**src/rtl/seg_pkg.sv**
```systemverilog
// rtl/seg_pkg.sv - shared segment patterns and digit index type for the scanner
package seg_pkg;

  typedef enum logic [1:0] {DIG0, DIG1, DIG2, DIG3} digit_t;

  // Active-low cathode patterns, bit order {g,f,e,d,c,b,a}
  localparam logic [6:0] SEG_0     = 7'b1000000;
  localparam logic [6:0] SEG_1     = 7'b1111001;
  localparam logic [6:0] SEG_2     = 7'b0100100;
  localparam logic [6:0] SEG_3     = 7'b0110000;
  localparam logic [6:0] SEG_4     = 7'b0011001;
  localparam logic [6:0] SEG_5     = 7'b0010010;
  localparam logic [6:0] SEG_6     = 7'b0000010;
  localparam logic [6:0] SEG_7     = 7'b1111000;
  localparam logic [6:0] SEG_8     = 7'b0000000;
  localparam logic [6:0] SEG_9     = 7'b0010000;
  localparam logic [6:0] SEG_A     = 7'b0001000;
  localparam logic [6:0] SEG_B     = 7'b0000011;
  localparam logic [6:0] SEG_C     = 7'b1000110;
  localparam logic [6:0] SEG_D     = 7'b0100001;
  localparam logic [6:0] SEG_E     = 7'b0000110;
  localparam logic [6:0] SEG_F     = 7'b0001110;
  localparam logic [6:0] SEG_BLANK = 7'b1111111;

  localparam logic [3:0] AN_OFF    = 4'b1111;

endpackage

```
**src/rtl/hex_to_seg.sv**
```systemverilog
// rtl/hex_to_seg.sv - combinational nibble to 7-segment decoder
module hex_to_seg
  import seg_pkg::*;
(
  input  logic [3:0] nibble,
  output logic [6:0] seg
);

  always_comb begin
    seg = SEG_BLANK;
    case (nibble)
      4'h0: seg = SEG_0;
      4'h1: seg = SEG_1;
      4'h2: seg = SEG_2;
      4'h3: seg = SEG_3;
      4'h4: seg = SEG_4;
      4'h5: seg = SEG_5;
      4'h6: seg = SEG_6;
      4'h7: seg = SEG_7;
      4'h8: seg = SEG_8;
      4'h9: seg = SEG_9;
      4'hA: seg = SEG_A;
      4'hB: seg = SEG_B;
      4'hC: seg = SEG_C;
      4'hD: seg = SEG_D;
      4'hE: seg = SEG_E;
      4'hF: seg = SEG_F;
      default: seg = SEG_BLANK;
    endcase
  end

endmodule

```
**src/rtl/seg_display_scanner.sv**
```systemverilog
// rtl/seg_display_scanner.sv - 4-digit multiplexed hex display scanner with frame shadowing
module seg_display_scanner
  import seg_pkg::*;
#(
  parameter int REFRESH_DIV = 100_000,
  parameter int BLANK_CYC   = 1_000
) (
  input  logic        clk,
  input  logic        reset,
  input  logic [31:0] value,
  input  logic        lower_bytes,
  input  logic        blank_lz,
  output logic [6:0]  seg,
  output logic [3:0]  an
);

  localparam int CW = (REFRESH_DIV > 2) ? $clog2(REFRESH_DIV) : 1;

  if (REFRESH_DIV <= BLANK_CYC || BLANK_CYC < 1) begin : g_bad_params
    $error("seg_display_scanner: need REFRESH_DIV > BLANK_CYC >= 1");
  end

  logic [CW-1:0] cnt;
  logic          tick;
  digit_t        digit;
  digit_t        digit_next;
  logic [15:0]   shadow;
  logic [3:0]    nibble;
  logic [6:0]    dec_seg;
  logic          digit_blank;
  logic          blank_phase;
  logic [3:0]    an_next;
  logic [6:0]    seg_next;

  assign tick        = (cnt == CW'(REFRESH_DIV - 1));
  assign blank_phase = (cnt < CW'(BLANK_CYC));

  always_ff @(posedge clk or posedge reset) begin
    if (reset) begin
      cnt <= '0;
    end else if (tick) begin
      cnt <= '0;
    end else begin
      cnt <= cnt + 1'b1;
    end
  end

  always_ff @(posedge clk or posedge reset) begin
    if (reset) begin
      digit <= DIG0;
    end else begin
      digit <= digit_next;
    end
  end

  always_comb begin
    digit_next = digit;
    if (tick) begin
      case (digit)
        DIG0:    digit_next = DIG1;
        DIG1:    digit_next = DIG2;
        DIG2:    digit_next = DIG3;
        DIG3:    digit_next = DIG0;
        default: digit_next = DIG0;
      endcase
    end
  end

  // Latched only at the frame boundary so all four digits come from one word
  always_ff @(posedge clk or posedge reset) begin
    if (reset) begin
      shadow <= 16'h0000;
    end else if (tick && digit == DIG3) begin
      shadow <= lower_bytes ? value[15:0] : value[31:16];
    end
  end

  always_comb begin
    nibble      = shadow[3:0];
    digit_blank = 1'b0;
    case (digit)
      DIG0: nibble = shadow[3:0];
      DIG1: begin
        nibble      = shadow[7:4];
        digit_blank = blank_lz && (shadow[15:4] == 12'h000);
      end
      DIG2: begin
        nibble      = shadow[11:8];
        digit_blank = blank_lz && (shadow[15:8] == 8'h00);
      end
      DIG3: begin
        nibble      = shadow[15:12];
        digit_blank = blank_lz && (shadow[15:12] == 4'h0);
      end
      default: nibble = shadow[3:0];
    endcase
  end

  hex_to_seg u_hex_to_seg (
    .nibble (nibble),
    .seg    (dec_seg)
  );

  always_comb begin
    an_next  = AN_OFF;
    seg_next = SEG_BLANK;
    if (!blank_phase) begin
      an_next = ~(4'b0001 << digit);
      if (!digit_blank) begin
        seg_next = dec_seg;
      end
    end
  end

  always_ff @(posedge clk or posedge reset) begin
    if (reset) begin
      an  <= AN_OFF;
      seg <= SEG_BLANK;
    end else begin
      an  <= an_next;
      seg <= seg_next;
    end
  end

endmodule

```
**config.mk**
```make
export PLATFORM = sky130hd
export DESIGN_NAME = seg_display_scanner
export DESIGN_NICKNAME = d
export VERILOG_FILES = /design/src/rtl/seg_pkg.sv /design/src/rtl/hex_to_seg.sv /design/src/rtl/seg_display_scanner.sv
export SDC_FILE = /design/constraint.sdc
export NUM_CORES = 1
export LEC_CHECK = 0
export CORE_ASPECT_RATIO = 0.5
export CORE_MARGIN = 2
export CORE_UTILIZATION = 52
export DETAILED_ROUTE_END_ITERATION = 10
export PLACE_DENSITY = 0.8
export REMOVE_ABC_BUFFERS = 1
export SLEW_MARGIN = 20
export SYNTH_ARGS = -nofsm -noshare
export SYNTH_HDL_FRONTEND = slang
export SYNTH_SLANG_ARGS = --single-unit
```
**constraint.sdc**
```tcl
create_clock -name clk -period 2.9 [get_ports clk]
set_input_delay 0.58 -clock clk [delete_from_list [all_inputs] [get_ports clk]]
set_output_delay 0.58 -clock clk [all_outputs]
set_load 0.03 [all_outputs]
```
Word level (Yosys, flattened, before mapping) --
Memories as Yosys holds them, arrays and structs flattened. Index checks and enable logic that the tools add are counted.
Operators by class: $lt $le $gt $ge 1, mux-type cells 8, shift-type cells 1, $add $sub $neg 1, bitwise gates (word level) 1, divide/modulo/power cells 0, multipliers 0, equality and inequality tests 4, reductions and logical operators 8
Operator list (count):
- $add A17 B1 Y17 const B | 1
- $eq A17 B17 Y1 const B | 1
- $lt A17 B10 Y1 const B | 1
- $mux W17 | 1
- $mux W16 | 1
- $pmux W4 S4 | 1
- $mux W7 | 2
- $logic_not A12 Y1 | 1
- $logic_not A8 Y1 | 1
- $pmux W2 S4 | 1
- $eq A2 B2 Y1 const B | 2
- $logic_and A1 B1 Y1 | 4
- $logic_not A4 Y1 | 1
- $mux W4 | 1
- $not A4 Y4 | 1
- $shl A1 B2 Y4 const A | 1
- $pmux W1 S3 | 1
- $eq A2 B1 Y1 const B | 1
- $logic_not A2 Y1 | 1
Storage, ports and cells: output and inout port bits 11, register bits 46, logic and storage cells 30, bits of input ports 36, bits in writable memories 0, memories 1, memory bits (read-only) 112, latch bits 0
Memory list:
- (name not given) | depth 16, width 7, read ports 1, clocked after Yosys merged registers in 0, wr ports 0, RTL line hex_to_seg.sv:11 | case (nibble)

Logic depth before layout (Yosys ltp) --
Gate-level depths: netlist of run 1.
depth in word-level cells 5, gate-level depth with buffers 9, mapped depth without buffers 9

Cells and area by module --
Synthesis of run 1 repeated with hierarchy kept, for this count alone.
Second synthesis, totals: cell total of the unflattened synthesis 249, area total of the unflattened synthesis 2534.9 um^2
Modules (own cells, without submodules):
- seg_display_scanner | times used 1, cells an instance 214, area an instance 2287.2 um^2, seq. area each 1164.9 um^2
- hex_to_seg | times used 1, cells an instance 35, area an instance 247.7 um^2, seq. area each 0.0 um^2

Least setup slack after synthesis of run 1 --
Ideal clock, no wire load.
kind register -> register, start point register digit[1], end point register seg[3], path buffers 1, arrival 2.046 ns, data required time 2.815 ns, cell stages (with the launch flop) 10, library setup time 0.085 ns, clock period less this slack 2.131 ns, path slack 0.769 ns, path through dfrtp_1 > inv_1 > ha_1 > clkbuf_1 > mux2i_1 > inv_1 > ha_1 > nor2b_1 > a211oi_1 > o21ai_1
On the way: word-level cells in the longest chain between the ends 5, elaborated cells between the ends (all ways) 9, classes of those cells eq/ne (3); mux (4); reduce/logical (1); memory (1)
Ends and longest elaborated chain:
- start: declaration | RTL line seg_display_scanner.sv:25 | digit_t digit;
- start signal: assignment | RTL line seg_display_scanner.sv:52 | digit <= digit_next;
- $eq A2 B2 Y1, or another cell as far along | RTL line seg_display_scanner.sv:81 | case (digit)
- $pmux W4 S4 | RTL line seg_display_scanner.sv:81
- $mem_v2 Z16 W7
- $mux W7 * | RTL line seg_display_scanner.sv:109 | if (!digit_blank) begin
- $mux W7 * | RTL line seg_display_scanner.sv:107 | if (!blank_phase) begin
- via seg_next[3] | RTL line seg_display_scanner.sv:33 | logic [6:0] seg_next;
- end signal: assignment | RTL line seg_display_scanner.sv:121 | seg <= seg_next;
- end: declaration | RTL line seg_display_scanner.sv:13 | output logic [6:0] seg,
Mark *: on every way through the listed nets, which the timed path passes. The rest lies on a longest branch. A chain may end at the register's enable or synchronous reset.

Final worst setup path of run 1 --
Ends and elaborated chain as after synthesis.

==> summary.txt, run 1 <==
Clock network
  – Clk Tree Root Cell: sky130_fd_sc_hd__clkbuf_8
  – TritonCTS clock tree: done
  – Total number of H-tree levels: 2
  – Deepest clock path buffer count: 2
  – Worst-skew pair later-pin latency: around 300 ps
  – Post-cts sizing count: 0
  – Number of setup buffers added after CTS: 0
  – Clock sink count: 46
  – Number of buffers inserted during clock tree synthesis: 5
  – Clock transition at the registers of the reported paths: approximately 90 ps
  – CTS hold repair buffers: 0

Floorplanning
  – Core region area: 4490 um2
  – Die width: slightly above 100 um
  – Height of the chip: 52.8 um
  – Full die area: about 5400 um2
  – Number of rows in the core area: 17
  – Ports: between 40 and 50
  – Starting density of the core: 0.551

STA
  – Min cycle time layout: 2490 ps
  – Relative slew slack: 0.397
  – Worst-Margin Slew: ~900 ps
  – Setup slack after layout: between 400 and 500 ps
  – Worst-case clock skew: 8.07 ps
  – Total Negative Setup Slacks: 0 ps
  – RSZ-0062 raised after global routing: false
  – Endpoints failing hold: 0
  – Number of max-slew violations in the final report: 0
  – Highest achievable clock rate: roughly 400 MHz
  – Final worst-path cycle share: 0.859
  – Endpoints failing setup: 0

GRT
  – First-pass GRT wire length: about 8400 um
  – Vias in the first global route: 1832
  – Global Route Usage Sum: 0.207
  – Pin count of the biggest net entering global routing: 33
  – Global route total overflow: 0
  – Antenna violations before repair: 0

Final layout
  – Area of all placed cells without fillers: 3080 um2
  – Share of the core filled with cells: 0.686
  – Antenna cell count: 0
  – Post-layout net count: 326
  – Proportion of layout cells with a drive suffix above 1: 0.129
  – Layout-stage area growth over the synthesis result: 24.3%

Outcome
  – Run status: completed

Yosys
  – Sequential cell area fraction in the yosys report: 0.471
  – Total number of yosys warnings: 0
  – Synthesized cell area: between 2000 and 2500 um2
  – Dominant cell type by area after synthesis: sky130_fd_sc_hd__dfrtp_1
  – Top area cells in the synthesized netlist: sky130_fd_sc_hd__dfrtp_1 (35%), sky130_fd_sc_hd__dfstp_2 (12%), sky130_fd_sc_hd__mux2i_1 (8.5%)
  – Seq cells post-synth: 46
  – Number of instances in the synthesized netlist: between 200 and 250
  – Ys async rst share: 1.00
  – Share of Yosys cell area claimed by the top area cell type: 0.354
  – Most frequent cells after synthesis: sky130_fd_sc_hd__dfrtp_1 (35), sky130_fd_sc_hd__nand2_1 (29), sky130_fd_sc_hd__mux2i_1 (21), sky130_fd_sc_hd__inv_1 (13), sky130_fd_sc_hd__nor2_1 (13)
  – Number of library cell types mapped by synthesis: 40
  – Mean post-synth cell area: approximately 11 um2
  – Leading register cell type out of synthesis: sky130_fd_sc_hd__dfrtp_1
  – Number of flops mapped to enable cells by yosys: 0
  – Library cell with the highest instance count after synthesis: sky130_fd_sc_hd__dfrtp_1

Place
  – Minimum setup slack after placement: roughly 480 ps
  – Cell Area, Placed: 2960 um2
  – Global placement routability congestion: between 0.9 and 1
  – DPL Wire Length: 3760 um
  – Buffers on Ports: 46

Critical path
  – Startpoint type of the worst setup path: flip-flop
  – Largest driver fanout on the critical path: 6
  – Cells traversed along the worst timing path: inv_1 > ha_1 > mux2i_1 > inv_1 > ha_1 > nor2b_1 > a211oi_1 > o21ai_1
  – Data arrival time of the critical path: 2720 ps
  – CP endpoint kind: flip-flop
  – Critical Path Max Stage Delay: ~520 ps
  – Crit path kind: reg2reg
  – Cell with the largest stage delay on the worst path: sky130_fd_sc_hd__mux2i_1
  – Data required time of the worst path: ~3100 ps

Power and ir drop
  – P_int: about 950 uW
  – Sw Share: 0.217
  – Peak supply drop: about 0.00020 V
  – Leakage power of the design: 0.00140 uW
  – PD cells: 395 nW/um2
  – Total net switching power: between 200 and 300 uW
  – Share of total power in the clock network: 0.404
  – Fraction of power consumed by combinational cells: 0.068
  – Proportion of power drawn by flip-flops and latches: 0.528

Routing
  – Post-route ant nets: 0
  – Iteration-0 DRC count of the detailed router: 85
  – Detailed-route via count: 1891
  – First-pass DRT Iterations: 5
  – Sum of routed wire length over all layers: around 5100 um
  – DR WL/cell: 14.7 um
  – Detailed-route DRC error count: 0
  – Avg Vias per Cell: between 5 and 6

Worst hold path
  – Path class of the lowest-slack min-delay path: reg2reg

Job
  – Max-cap violations: 0
==> path summary, 6_finish.rpt <==
check,startpoint,end,slack [ps],cells after the start
max,digit[1],seg[3],410,8
min,cnt[8],cnt[8],490,1
max reg2reg,digit[1],seg[3],410,8
min reg2reg,cnt[8],cnt[8],490,1
max in group asynchronous,reset,seg[0],1990,3
min in group asynchronous,reset,cnt[9],610,3
==> cell type report <==
| cell class | instances | area [um2] |
|---|---|---|
| clock inverter | 3 | 45.0 |
| sequential | 46 | 1160 |
| fill | 346 | 1410 |
| tap | 66 | 82.6 |
| timing repair buffer | 49 | 483 |
| clock buffer | 5 | 68.8 |
| inverter | 13 | 48.8 |
| multi-input combinational | 163 | 1180 |
==> critical path: cells and delay by family (launching register included) <==
kind | cells | cell delay (ps)
and+or+nand+nor | 1 | 150
DFF | 1 | 420
AOI/OAI and AO/OA | 2 | 300
buffers and inverters | 2 | 330
muxes | 1 | 520
adders and majority gates | 2 | 680
==> cells in the final DEF (no fill, tap or decap), types with 2 or more instances in the layout <==
cell	netlist	routed
sky130_fd_sc_hd__dfstp_2	11	11
sky130_fd_sc_hd__clkdlybuf4s50_1	0	46
sky130_fd_sc_hd__xnor2_1	10	10
sky130_fd_sc_hd__nand3b_1	3	3
sky130_fd_sc_hd__nor4_1	3	3
sky130_fd_sc_hd__inv_1	13	12
sky130_fd_sc_hd__a21oi_1	4	4
sky130_fd_sc_hd__a222oi_1	4	4
sky130_fd_sc_hd__nand2_1	29	29
sky130_fd_sc_hd__xor2_1	4	4
sky130_fd_sc_hd__clkbuf_8	0	5
sky130_fd_sc_hd__a211oi_1	2	2
sky130_fd_sc_hd__nand3_1	6	6
sky130_fd_sc_hd__o21ai_1	12	12
sky130_fd_sc_hd__dfrtp_1	35	35
sky130_fd_sc_hd__and3_1	2	2
sky130_fd_sc_hd__nand2b_1	2	2
sky130_fd_sc_hd__o21ai_2	6	6
sky130_fd_sc_hd__nor2b_1	2	2
sky130_fd_sc_hd__o221ai_1	4	4
sky130_fd_sc_hd__mux2i_1	21	21
sky130_fd_sc_hd__ha_1	12	12
sky130_fd_sc_hd__nor3_1	3	3
sky130_fd_sc_hd__nor2_1	13	13
sky130_fd_sc_hd__nor4_4	2	2
sky130_fd_sc_hd__nand4_1	5	5
sky130_fd_sc_hd__o21ai_0	3	3
sky130_fd_sc_hd__buf_4	1	3
sky130_fd_sc_hd__clkinvlp_4	0	2
==> state kept, by name, indices dropped and copies added (netlist names) <==
signal and cells:
cnt 17, shadow 16, seg 7, digit 2, an 4
==> logic make-up (layout without fill, tap and decap cells) <==
group           count (synthesis)  after routing  synth area share
xor+xnor                       14             14            0.0495
buf+inv                        22             70            0.0511
flops                          46             46             0.471
simple gates                   75             75             0.165
fa+ha+maj                      12             12            0.0607
compound gates                 40             40             0.113
mux                            22             22            0.0895
==> power by group through the flow <==
| stage | logic (uW) | clock network (uW) | registers, uW |
|---|---|---|---|
| global placement | 82.8 | 0 | 654 |
| finish | 82.8 | 491 | 642 |
| detailed placement | 84.4 | 0 | 654 |
| global route | 90.8 | 519 | 642 |
| CTS | 84.4 | 493 | 642 |
| floorplan | 24.5 | 0 | 654 |
==> through the flow <==
stage | cells | power, uW | hold WS [ps]
4_1_cts | 345 | 1220 | 493
5_1_grt | 345 | 1250 | 513
3_5_place_dp | 337 | 738 | 473
2_1_floorplan | 222 | 678 | 452
6_report | 345 | 1220 | 491
3_3_place_gp | 337 | 737 | 466
==> routing by layer <==
layer	track usage	wire length [um]
met5	0	0
met4	0.0766	93
met3	0.0467	251
met2	0.349	2450
met1	0.264	2280
No activity file was read; power rests on OpenSTA's default activity.
==> inputs of run 2 (changes only) <==
- CORE_MARGIN: 2 -> 4
==> summary.txt, run 2 (same netlist as run 1, synthesis figures left out) <==
Critical path
  – Crit path kind: reg2reg
  – Cells traversed along the worst timing path: inv_1 > ha_1 > a222oi_1 > mux2i_1 > inv_1 > ha_1 > nor2b_1 > a211oi_1 > o21ai_1
  – Data required time of the worst path: 3130 ps (about the same)
  – Data arrival time of the critical path: 2670 ps (-50 ps)
  – Delay-heaviest family, CP: adder cells
  – Critical path buffer and inverter count: 2 (unchanged)
  – Startpoint type of the worst setup path: flip-flop
  – Critical Path Max Stage Delay: 420 ps (-100 ps)
  – CP endpoint kind: flip-flop
  – Largest driver fanout on the critical path: 7 (+1)
  – Cell with the largest stage delay on the worst path: sky130_fd_sc_hd__dfrtp_1

GRT
  – Global route total overflow: 0 (unchanged)
  – Antenna violations before repair: 0 (unchanged)
  – First-pass GRT wire length: 8220 um (-2.4%)
  – Vias in the first global route: 1797 (-1.9%)
  – Global Route Usage Sum: 0.170 (-0.0366)
  – Pin count of the biggest net entering global routing: 47 (+42%)

Floorplanning
  – Starting density of the core: 0.551 (unchanged)
  – Die width: 106 um (+3.9%)
  – Ports: 47 (unchanged)
  – Height of the chip: 56.8 um (+7.6%)
  – Full die area: 5990 um2 (+12%)
  – Core region area: 4490 um2 (unchanged)
  – Number of rows in the core area: 17 (unchanged)

Final layout
  – Share of the core filled with cells: 0.679 (-0.00669)
  – Largest register FFs: 17 (unchanged)
  – Antenna cell count: 0 (unchanged)
  – Leading registers by flop count: cnt x17, shadow x16, seg x7
  – Most common library cell in the layout ignoring fill and taps: sky130_fd_sc_hd__clkdlybuf4s50_1
  – Non-filler cells, final: 344 (-0.29%)
  – Post-layout net count: 325 (-0.31%)
  – Filler cell count in the final layout: 351 (+1.4%)
  – Layout-stage area growth over the synthesis result: 23.1%
  – Most used cells in the layout excluding fill and tap cells: sky130_fd_sc_hd__clkdlybuf4s50_1 (46), sky130_fd_sc_hd__dfrtp_1 (35), sky130_fd_sc_hd__nand2_1 (29), sky130_fd_sc_hd__mux2i_1 (21), sky130_fd_sc_hd__nor2_1 (13)
  – Top reg by flops: cnt
  – Area of all placed cells without fillers: 3050 um2 (-0.98%)
  – Proportion of layout cells with a drive suffix above 1: 0.122 (-0.00673)

Routing
  – Met3 WL: 262 um (+4.4%)
  – Detailed-route DRC error count: 0 (unchanged)
  – Iteration-0 DRC count of the detailed router: 196 (+130%)
  – Amount of wire on met2 after detailed routing: 2260 um (-7.7%)
  – First-pass DRT Iterations: 4 (-1)
  – Avg Vias per Cell: 5.36 (-2.1%)
  – DR WL/cell: 14.1 um (-4.1%)
  – Metal1 wirelength: 2280 um (-0.39%)
  – Detailed-route via count: 1845 (-2.4%)
  – Sum of routed wire length over all layers: 4850 um (-4.4%)
  – Max Used Layer: met4
  – Post-route ant nets: 0 (unchanged)

Clock network
  – Clock transition at the registers of the reported paths: 90 ps (about the same)
  – Deepest clock path buffer count: 2 (unchanged)
  – Post-cts sizing count: 0 (unchanged)
  – Number of buffers inserted during clock tree synthesis: 5 (unchanged)
  – Total number of H-tree levels: 2 (unchanged)
  – TritonCTS clock tree: done
  – Worst-skew pair later-pin latency: 300 ps (about the same)
  – Clk Tree Root Cell: sky130_fd_sc_hd__clkbuf_8
  – CTS hold repair buffers: 0 (unchanged)
  – Clock sink count: 46 (unchanged)
  – Number of setup buffers added after CTS: 0 (unchanged)

Power and ir drop
  – Peak supply drop: 0.000177 V (-11%)
  – Post-layout total power: 1130 uW (-7.2%)
  – PD cells: 370 nW/um2 (-6.3%)
  – Leakage power of the design: 0.00139 uW (-0.50%)

STA
  – Min cycle time layout: 2440 ps (-51.3 ps)
  – Worst-case clock skew: 13.3 ps (+5.22 ps)
  – Endpoints failing hold: 0 (unchanged)
  – Final worst-path cycle share: 0.842 (-0.0177)
  – Number of max-slew violations in the final report: 0 (unchanged)
  – Worst-Margin Slew: 938 ps (+57.7 ps)
  – Total Negative Setup Slacks: 0 ps (unchanged)
  – RSZ-0062 raised after global routing: false
  – Endpoints failing setup: 0 (unchanged)
  – Highest achievable clock rate: 410 MHz (+2.1%)
  – Relative slew slack: 0.357 (-0.0395)

Place
  – Cell Area, Placed: 2960 um2 (-0.25%)
  – Number of placed cells counting well taps: 336 (-0.30%)
  – Global placement routability congestion: 0.842 (-13%)
  – DPL Wire Length: 3560 um (-5.3%)
  – Buffers on Ports: 46 (unchanged)

Job
  – Max-cap violations: 0 (unchanged)

Worst hold path
  – Path class of the lowest-slack min-delay path: reg2reg

Outcome
  – Run status: completed
## run 2: path summary, 6_finish.rpt
check / startpoint / end / slack, ps / cells after the start
worst max-delay path: digit[0] / seg[3] / 460 / 9
worst min-delay path: cnt[4] / cnt[4] / 490 / 1
worst max register to register: digit[0] / seg[3] / 460 / 9
worst min register to register: cnt[4] / cnt[4] / 490 / 1
max in group asynchronous: reset / seg[6] / 1780 / 3
min in group asynchronous: reset / cnt[11] / 720 / 3
## run 2: power breakdown
part	total [uW]	switching, uW	internal (uW)
sequential	642	0	642
combinational	81.6	28.9	52.7
clock	405	212	193
## run 2: cell type report
| type | count | area (um2) | share of cell area |
|---|---|---|---|
| clock buffer | 7 | 86.3 | 0.0283 |
| timing repair buffer | 48 | 475 | 0.156 |
| tap | 66 | 82.6 | 0.0271 |
| clock inverter | 1 | 5.00 | 0.00164 |
| multi-input combinational | 163 | 1180 | 0.389 |
| sequential | 46 | 1160 | 0.382 |
| inverter | 13 | 48.8 | 0.0160 |
## run 2: stage by stage
stage / hold WS (ps) / setup slack, ps
2_1_floorplan: 452 / 847
3_3_place_gp: 465 / 691
3_5_place_dp: 485 / 544
4_1_cts: 498 / 492
5_1_grt: 510 / 259
6_report: 493 / 460
## run 2: routing by layer
layer  vias up  track usage
li1        907            -
met1       873        0.223
met3         8       0.0390
met5         -            0
met2        57        0.282
met4         0       0.0554
